===== src/rtl/tm1638_byte_io.sv =====
// tm1638_byte_io: byte-wide serial shifter for the TM1638 (LSB first, sclk idles high).
// Revision 1.0
`default_nettype none

module tm1638_byte_io #(
  parameter int CLK_DIV = 16
) (
  input  logic       clk,
  input  logic       rst,
  input  logic       data_latch,
  input  logic       rw,
  input  logic [7:0] data_wr,
  output logic [7:0] data_rd,
  output logic       busy,
  output logic       sclk,
  input  logic       dio_in,
  output logic       dio_out
);

  localparam int DW = (CLK_DIV > 1) ? $clog2(CLK_DIV) : 1;
  localparam logic [DW-1:0] DIV_LAST = DW'(CLK_DIV - 1);

  typedef enum logic [1:0] {
    IDLE = 2'd0,
    LOW  = 2'd1,
    HIGH = 2'd2
  } state_t;

  state_t        state, state_nx;
  logic [2:0]    bitn, bitn_nx;
  logic [DW-1:0] div_cnt, div_nx;
  logic [7:0]    sh, sh_nx;
  logic [7:0]    data_rd_nx;
  logic          wr, wr_nx;
  logic          sclk_nx, dio_nx, busy_nx;
  logic          phase_end;

  assign phase_end = (div_cnt == DIV_LAST);

  always_ff @(posedge clk) begin
    if (rst) begin
      state   <= IDLE;
      bitn    <= 3'd0;
      div_cnt <= '0;
      sh      <= 8'h00;
      wr      <= 1'b0;
      data_rd <= 8'h00;
      sclk    <= 1'b1;
      dio_out <= 1'b1;
      busy    <= 1'b0;
    end else begin
      state   <= state_nx;
      bitn    <= bitn_nx;
      div_cnt <= div_nx;
      sh      <= sh_nx;
      wr      <= wr_nx;
      data_rd <= data_rd_nx;
      sclk    <= sclk_nx;
      dio_out <= dio_nx;
      busy    <= busy_nx;
    end
  end

  // Outputs are computed one cycle ahead so sclk/dio_out/busy leave flops directly.
  always_comb begin
    state_nx   = state;
    bitn_nx    = bitn;
    div_nx     = div_cnt;
    sh_nx      = sh;
    wr_nx      = wr;
    data_rd_nx = data_rd;
    sclk_nx    = sclk;
    dio_nx     = dio_out;
    busy_nx    = busy;
    case (state)
      IDLE: begin
        sclk_nx = 1'b1;
        dio_nx  = 1'b1;
        busy_nx = 1'b0;
        if (data_latch) begin
          wr_nx    = rw;
          sh_nx    = rw ? data_wr : 8'h00;
          bitn_nx  = 3'd0;
          div_nx   = '0;
          state_nx = LOW;
          sclk_nx  = 1'b0;
          busy_nx  = 1'b1;
          dio_nx   = rw ? data_wr[0] : 1'b1;
        end
      end
      LOW: begin
        if (phase_end) begin
          div_nx   = '0;
          state_nx = HIGH;
          sclk_nx  = 1'b1;
          // Sample on the rising sclk edge, after a full low phase of settling.
          if (!wr) sh_nx = {dio_in, sh[7:1]};
        end else begin
          div_nx = div_cnt + 1'b1;
        end
      end
      HIGH: begin
        if (phase_end) begin
          div_nx = '0;
          if (bitn == 3'd7) begin
            state_nx = IDLE;
            sclk_nx  = 1'b1;
            dio_nx   = 1'b1;
            busy_nx  = 1'b0;
            if (!wr) data_rd_nx = sh;
          end else begin
            bitn_nx  = bitn + 3'd1;
            state_nx = LOW;
            sclk_nx  = 1'b0;
            if (wr) begin
              sh_nx  = {1'b0, sh[7:1]};
              dio_nx = sh[1];
            end
          end
        end else begin
          div_nx = div_cnt + 1'b1;
        end
      end
      default: begin
        state_nx = IDLE;
        sclk_nx  = 1'b1;
        dio_nx   = 1'b1;
        busy_nx  = 1'b0;
      end
    endcase
  end

endmodule

`default_nettype wire


===== config.mk =====
export PLATFORM = sky130hd
export DESIGN_NAME = tm1638_byte_io
export DESIGN_NICKNAME = d
export VERILOG_FILES = /design/src/rtl/tm1638_byte_io.sv
export SDC_FILE = /design/constraint.sdc
export NUM_CORES = 1
export LEC_CHECK = 0
export BUFFER_PORTS_ARGS = -buffer_cell sky130_fd_sc_hd__buf_2
export CAP_MARGIN = 15
export CELL_PAD_IN_SITES_DETAIL_PLACEMENT = 1
export CELL_PAD_IN_SITES_GLOBAL_PLACEMENT = 1
export CORE_MARGIN = 3
export CORE_UTILIZATION = 42
export CTS_CLUSTER_SIZE = 12
export DETAILED_ROUTE_END_ITERATION = 10
export HOLD_SLACK_MARGIN = 0.03
export PLACE_DENSITY_LB_ADDON = 0.25
export SLEW_MARGIN = 20
export SYNTH_ARGS = -nofsm -noshare
export SYNTH_HDL_FRONTEND = slang
export SYNTH_SLANG_ARGS = --single-unit

===== constraint.sdc =====
create_clock -name clk -period 2.2 [get_ports clk]
set_clock_uncertainty 0.2 [all_clocks]
set_input_delay 0 -clock clk [delete_from_list [all_inputs] [get_ports clk]]
set_output_delay 0 -clock clk [all_outputs]
set_load 0.005 [all_outputs]

* Word-level counts from Yosys, hierarchy flattened
Index checks and enable logic that the tools add are counted.
** Word-level totals
- Bits in registers :: 29
- Output and inout bits :: 11
** Operators by class
- $add $sub $neg :: 2
- Equal/unequal tests :: 12
- Mux-type cells :: 35
- Bitwise operators :: 2
- Reduce and logical (&&, ||, !) cells :: 14
** Operators by type and width (number)
- 8-bit two-way mux :: 7
- 8-bit case mux with 3 select lines :: 1
- 2-bit != test (second input constant) :: 7
- 1-bit two-way mux :: 13
- 3-bit two-way mux :: 3
- 1-bit case mux with 3 select lines :: 3
- 3-bit AND reduction :: 3
- 4-bit two-way mux :: 2
- 4-bit case mux with 2 select lines :: 1
- 4-bit AND reduction :: 2
- 7-bit AND reduction :: 1
- 2-bit two-way mux :: 3
- 2-bit case mux with 3 select lines :: 1
- 3-bit case mux with 2 select lines :: 1
- 2-bit AND reduction :: 3
- 4-bit by 1-bit adder with 4-bit output (second input constant) :: 1
- 4-bit == test (second input constant) :: 1
- 2-bit nonzero test :: 2
- 3-bit by 1-bit adder with 3-bit output (second input constant) :: 1
- 3-bit == test (second input constant) :: 1
- 3-bit != test (second input constant) :: 1
- 3-bit nonzero test :: 1
- 2-bit by 1-bit == test with 1-bit output (second input constant) :: 1
- 2-bit == test (second input constant) :: 1
- other kinds (3) :: 4

* Longest topological paths before layout
Gate-level depths: netlist (run 1).
- Word-level depth :: 4
- Gate-level depth with buffers :: 9

* Worst setup path before layout (run 1)
OpenSTA, ideal clock, no wires.
- Kind :: flip-flop to flip-flop
- From :: register state[0]
- To :: register sh[7]
- Library setup time :: 0.088 ns
- Arrival :: 1.744 ns
- Required time :: 1.912 ns
- Slack :: 0.168 ns
- Stages on the path, launching flop included :: 9
- Buffers on the path :: 2
- Clock period less this slack :: 2.032 ns
- Path through :: dfxtp_1 > inv_1 > ha_1 > or2_1 > buf_6 > a21oi_4 > buf_6 > a21oi_2 > a311oi_2
** Between the ends
- Cells in the longest elaborated chain, start to end :: 3
** Ends and longest elaborated chain
- start: declaration :: RTL line 29 : state_t state, state_nx;
- start signal: assignment :: RTL line 52 : state <= state_nx;
- 2-bit by 1-bit == test with 1-bit output (tied with other cells) :: RTL line 75 : case (state)
- 2-bit != test (no source line) or 3-bit nonzero test (tied branches)
- 7-bit AND reduction (no source line)
- end signal: assignment :: RTL line 55 : sh <= sh_nx;
- end: declaration :: RTL line 32 : logic [7:0] sh, sh_nx;
Parallel ways exist; a longest one is shown, timed or not.
A chain may end at the register's enable or synchronous reset.

* Worst setup path in the final report (run 1)
- From :: register state[1]
- To :: register sh[0]
The elaborated chain is that of the path after synthesis.

==> results of run 1 <==
==> per-stage QoR <==
stage          power [mW]  util, %  cell area (sq um)  std cells  setup WS [ps]
2_1_floorplan        1.03        -               1530        159            168
3_3_place_gp         1.16     50.5               1720        226            181
3_5_place_dp         1.19     50.5               1720        226            107
4_1_cts              1.52     55.8               1910        247           69.8
5_1_grt              1.61     55.9               1910        247           20.6
6_report             1.53     55.9               1910        247            125
==> Yosys cell counts, types with 2 or more instances <==
cell | instances | area, sq um
dfxtp_1 | 29 | 581
a21oi_1 | 16 | 80.1
nor2_1 | 15 | 56.3
mux2i_1 | 13 | 130
ha_1 | 10 | 125
nand2_1 | 8 | 30.0
a311oi_1 | 7 | 61.3
a32oi_1 | 7 | 61.3
nand2b_1 | 6 | 37.5
clkbuf_1 | 4 | 15.0
inv_1 | 4 | 15.0
nand3_1 | 4 | 20.0
nand3b_1 | 3 | 22.5
o21ai_0 | 3 | 15.0
buf_6 | 2 | 22.5
clkbuf_2 | 2 | 10.0
nand4b_1 | 2 | 17.5
nor2b_1 | 2 | 12.5
==> tightest hold or removal path, stage by stage, from the launching register on <==
cell and delay [ps]:
dfxtp_1 330, mux2i_1 60, nand2b_1 60
==> worst paths after layout <==
path | startpoint | end | slack (ps)
min reg2reg | sclk | sclk | 280
min | sclk | sclk | 280
max reg2reg | state[1] | sh[0] | 130
max | state[1] | sh[0] | 130
==> metal layers <==
layer  routed length [um]  GRT usage (%)  share of wire, %
met1                 1820           24.7                44
met2                 2150           36.4                52
met3                  114           5.10               2.7
met4                   78           8.38               1.9
met5                    0              0                 0
==> kinds of logic (layout without fill, tap and decap cells) <==
group | Yosys count | in the layout | synth area share, %
buffers and inverters | 14 | 56 | 4.84
muxes | 13 | 13 | 8.53
and+or+nand+nor | 48 | 48 | 17.6
AOI/OAI and AO/OA | 45 | 45 | 22.8
adders and majority gates | 10 | 10 | 8.20
DFF | 29 | 29 | 38.1
==> repair_timing <==
item                                    in CTS  in global routing
resized for setup                            0                  2
endpoints found under the setup margin       0                  7
endpoints found under the hold margin       29                  0
hold buffers                                13                  0
==> power groups by stage <==
| stage | sequential [mW] | combinational, mW | clock (mW) |
|---|---|---|---|
| finish | 0.656 | 0.557 | 0.317 |
| global route | 0.664 | 0.608 | 0.340 |
| CTS | 0.654 | 0.548 | 0.318 |
| detailed placement | 0.666 | 0.524 | 0 |
| global placement | 0.661 | 0.501 | 0 |
| floorplan | 0.650 | 0.381 | 0 |
==> state kept, by name, indices dropped and copies added, names as in the netlist <==
signal and count:
bitn 3, busy 1, data_rd 8, dio_out 1
div_cnt 4, sclk 1, sh 8, state 2
wr 1
==> area by class of cell <==
| type | count | share of cell area [%] |
|---|---|---|
| multi-input combinational | 116 | 45.6 |
| sequential | 29 | 30.6 |
| timing repair buffer | 44 | 17.3 |
| tap | 46 | 3.02 |
| clock buffer | 6 | 2.16 |
| inverter | 4 | 0.787 |
| clock inverter | 2 | 0.525 |
==> placed cells by master, fill, tap and decap left out, types with 3 or more instances in the layout <==
cell type      instances
buf_2                 23
buf_4                  6
nand2_1                8
inv_1                  4
clkbuf_4               5
nor2_1                15
dfxtp_1               27
mux2i_1               13
a21oi_1               16
o21ai_0                3
ha_1                  10
nand3_1                4
a32oi_1                7
dlygate4sd3_1         13
nand3b_1               3
a311oi_1               7
nand2b_1               6
==> results.ini, run 1 <==
[timing]
rsz0062_at_grt = false
finalMaxSlewViolations = 0
worstMarginPinSlew_ps = 573
relSlewSlack_pct = 61.8
tns_ps = 0
finalHoldViolations = 0
fin_hold_ws_ps = 279
period_share_pct = 94.3
min_period_ps = 2070
fmax_mhz = 482
setup_viol = 0

[logic_synthesis]
synth_edf_count = 0
netlist_area_sq_mm = 0.00153
synth.distinct_cells = 40
yosysWarnings = 0
synth-seq-cells = 29
synthArstFlopShare_pct = 0
synth_fp_nets = 182
synth_ff_type = dfxtp_1
postSynthCellCount = 159
yosysSeqAreaShare_pct = 38.1
synth.avg_cell_area_sq_um = 9.59

[layout]
regArea_sq_um = 583
syn_to_final_growth_pct = 25.1
nets = 223
drive_gt1_share_pct = 23.4
fillers = 401
multi_input_area_sq_um = 871
n_antenna_cell = 0

[worst_setup_path]
cp.depth = 7
critical_path.startpoint_type = flop
crit_buf_inv = 2
crit_required_ps = 2240
path_cells = inv_1, ha_1, or2_1, a21oi_4, buf_12, a21oi_1, a311oi_1
critical_path_arrival_ps = 2110
crit_path_end_kind = flop
cp_top_family = compound AO/OA/AOI/OAI gates
critPathKind = reg2reg
r2r_cells = 7
cp_slowest_cell = dfxtp_2
cp_max_fo = 18
max_stage_delay_ps = 380

[clock_network]
path_clk_slew_ps = 100
postCtsSetupRepairBufs = 0
cts_buffer_depth = 2
clk_latency_ps = 340
cts_sinks = 29
cts_tree = yes
htree_levels = 2
cts_root_buf = clkbuf_4
cts_buffers = 5

[drt]
first_pass_iters = 4
dr.first_iter.drc_count = 41
antenna_left = 0
wl_per_cell_um = 16.8
wl_um = 4150
drc = 0
viasPerCell = 5.62
via_count = 1388

[min_path]
hp-class = reg2reg
whs_path_depth = 2

[grt]
overflow = 0
grt_usage_pct = 21.1
first_global_vias = 1417
grt_pass1_wl_um = 6940
grt_max_degree = 31
antenna_found_initial = 0

[floorplan]
die_y_um = 66.3
dieArea_sq_mm = 0.00439
rows = 21
core_area_sq_mm = 0.00342
start_util_pct = 44.7
die_w_um = 66.3
io_pins = 24

[placed_design]
place.gp.congestion = 0.785
port_buffers = 23
dp_hpwl_um = 2780

[pwr]
p_clk_share_pct = 20.7
p_int_uw = 975
p_sw_share_pct = 36.3
pwr_density_cell_mw_per_mm2 = 802
power_leakage_nw = 0.780
seqPwrFrac_pct = 42.9
p_sw_uw = 555
ir_worst_vdd_uv = 441
combPwrFrac_pct = 36.4

[flow_run]
maxCapViolations = 0

[run_status]
status = finished, final reports clean

Power figures use the tool's default switching activity.
==> inputs of run 2 (changes only) <==
- CELL_PAD_IN_SITES_DETAIL_PLACEMENT: 1 -> 2
- CELL_PAD_IN_SITES_GLOBAL_PLACEMENT: 1 -> 2
- CORE_UTILIZATION: 42 -> 34
==> run 2 against run 1 <==
  * Sequential share of layout area down 0.90 points
  * Via count grew 2.6%
  * Total power is 13% higher
  * Hold slack better by 1.8 ps
  * First-iteration DRC count up 110%
  * Wire length up 18%
  * Largest power group unchanged
==> results.ini, run 2 (synthesized netlist as in run 1, its figures left out) <==
[worst_setup_path]
critPathKind = in2reg  ; was reg2reg
critical_path_arrival_ps = 2060  ; was 2110 ps
path_cells = dlygate4sd3_1, buf_2, nand3b_1, dlygate4sd3_1, a2111oi_0, mux2i_1  ; was inv_1, ha_1, or2_1, a21oi_4, buf_12, a21oi_1, a311oi_1
crit_path_end_kind = flop  ; unchanged
critical_path.startpoint_type = input pin  ; was flop
max_stage_delay_ps = 550  ; was 380 ps
cp_slowest_cell = dlygate4sd3_1  ; was dfxtp_2
crit_path_frequent_cell = dlygate4sd3_1
cp_max_fo = 2  ; was 18
crit_required_ps = 2140  ; was 2240 ps

[min_path]
hp-class = reg2reg  ; unchanged

[placed_design]
port_buffers = 23  ; unchanged
dp_hpwl_um = 3290  ; was 2780 um
place.gp.congestion = 0.771  ; was 0.785

[drt]
antenna_left = 0  ; unchanged
drc = 0  ; unchanged
wl_per_cell_um = 19.5  ; was 16.8 um
dr.first_iter.drc_count = 87  ; was 41
first_pass_iters = 4  ; unchanged
wl_um = 4910  ; was 4150 um
via_count = 1424  ; was 1388
viasPerCell = 5.65  ; was 5.62

[timing]
finalHoldViolations = 0  ; unchanged
finalMaxSlewViolations = 0  ; unchanged
relSlewSlack_pct = 62.9  ; was 61.8%
setup_viol = 0  ; unchanged
min_period_ps = 2120  ; was 2070 ps
worstMarginPinSlew_ps = 542  ; was 573 ps
tns_ps = 0  ; unchanged
fmax_mhz = 471  ; was 482 MHz
period_share_pct = 96.4  ; was 94.3%
rsz0062_at_grt = true  ; was false

[floorplan]
die_w_um = 73.0  ; was 66.3 um
dieArea_sq_mm = 0.00533  ; was 0.00439 sq mm
die_y_um = 73.0  ; was 66.3 um
rows = 23  ; was 21
io_pins = 24  ; unchanged
core_area_sq_mm = 0.00417  ; was 0.00342 sq mm
start_util_pct = 36.6  ; was 44.7%

[pwr]
total_power_mw = 1.73  ; was 1.53 mW
seqPwrFrac_pct = 38.4  ; was 42.9%
p_sw_uw = 600  ; was 555 uW
power_leakage_nw = 0.798  ; was 0.780 nW
ir_worst_vdd_uv = 332  ; was 441 uV
p_int_mw = 1.13  ; was 975 uW
p_sw_share_pct = 34.7  ; was 36.3%
pwr_density_cell_mw_per_mm2 = 876  ; was 802 mW/mm^2
combPwrFrac_pct = 33.1  ; was 36.4%
p_clk_share_pct = 28.5  ; was 20.7%

[grt]
grt_pass1_wl_um = 8200  ; was 6940 um
antenna_found_initial = 0  ; unchanged
grt_usage_pct = 20.4  ; was 21.1%
overflow = 0  ; unchanged
grt_max_degree = 31  ; unchanged
first_global_vias = 1603  ; was 1417

[clock_network]
cts_buffer_depth = 2  ; unchanged
htree_levels = 2  ; unchanged
cts_tree = yes  ; unchanged
cts_buffers = 5  ; unchanged
postCtsSetupRepairBufs = 0  ; unchanged
path_clk_slew_ps = 60  ; was 100 ps
clk_latency_ps = 280  ; was 340 ps
cts_sinks = 29  ; unchanged
cts_root_buf = clkbuf_8  ; was clkbuf_4

[layout]
layout.cells.most_common = dfxtp_1  ; unchanged
n_antenna_cell = 0  ; unchanged
syn_to_final_growth_pct = 29.5  ; was 25.1%
layout_common_cells = dfxtp_1, buf_2, a21oi_1, nor2_1, dlygate4sd3_1  ; was dfxtp_1, buf_2, a21oi_1
reg_top3 = data_rd x8, sh x8, div_cnt x4  ; unchanged
nets = 224  ; was 223
drive_gt1_share_pct = 24.3  ; was 23.4%

[flow_run]
maxCapViolations = 0  ; unchanged

[run_status]
status = finished, final reports clean  ; unchanged

==> run 2: layout make-up <==
cell class | count | area, sq um
clock inverter | 1 | 5.00
sequential | 29 | 586
fill | 444 | 2200
clock buffer | 7 | 96.3
multi-input combinational | 116 | 882
timing repair buffer | 45 | 328
tap | 50 | 62.6
inverter | 4 | 15.0
==> run 2: critical path: cells and delay by family <==
kind | cells | cell delay (ps)
AO/OA/AOI/OAI | 1 | 550
buffers and inverters | 3 | 1240
multiplexers | 1 | 140
AND/OR/NAND/NOR | 1 | 140
==> run 2: power groups by stage <==
| stage | clock [mW] | combinational [mW] | sequential [mW] |
|---|---|---|---|
| after floorplan | 0 | 0.381 | 0.650 |
| after global placement | 0 | 0.508 | 0.662 |
| after detailed placement | 0 | 0.543 | 0.672 |
| after CTS | 0.510 | 0.570 | 0.662 |
| after global routing | 0.535 | 0.627 | 0.673 |
| final | 0.493 | 0.573 | 0.664 |
==> run 2: layer usage <==
| layer | global-route usage [%] | wire length [um] | vias up |
|---|---|---|---|
| li1 | - | - | 671 |
| met1 | 23.1 | 2060 | 721 |
| met2 | 37.7 | 2620 | 24 |
| met3 | 4.13 | 125 | 8 |
| met4 | 6.97 | 101 | 0 |
| met5 | 0 | 0 | - |
==> run 2: what timing repair did <==
item / CTS / global route
setup endpoints to repair: 0 / 15
endpoints found under the hold margin: 21 / 0
hold buffers: 14 / 0
resized for setup: 0 / 5
==> run 2: path summary, 6_finish.rpt <==
check / to / slack, ps / start / cells after the start
setup / recovery: dio_out / 80 / data_wr[0] / 6
hold / removal: sclk / 280 / sclk / 2
setup reg to reg: bitn[0] / 100 / state[0] / 7
hold reg to reg: sclk / 280 / sclk / 2
==> run 2: through the flow <==
stage	area [sq um]	std cells	utilization (%)	hold slack, ps	setup slack, ps
after detailed placement	1720	230	41.1	109	42.9
after floorplan	1530	159	-	-64.0	168
final	1970	252	47.3	280	78.5
after global routing	1970	252	47.3	326	-40.4
after global placement	1720	230	41.1	82.3	217
after CTS	1960	252	46.9	290	20.7
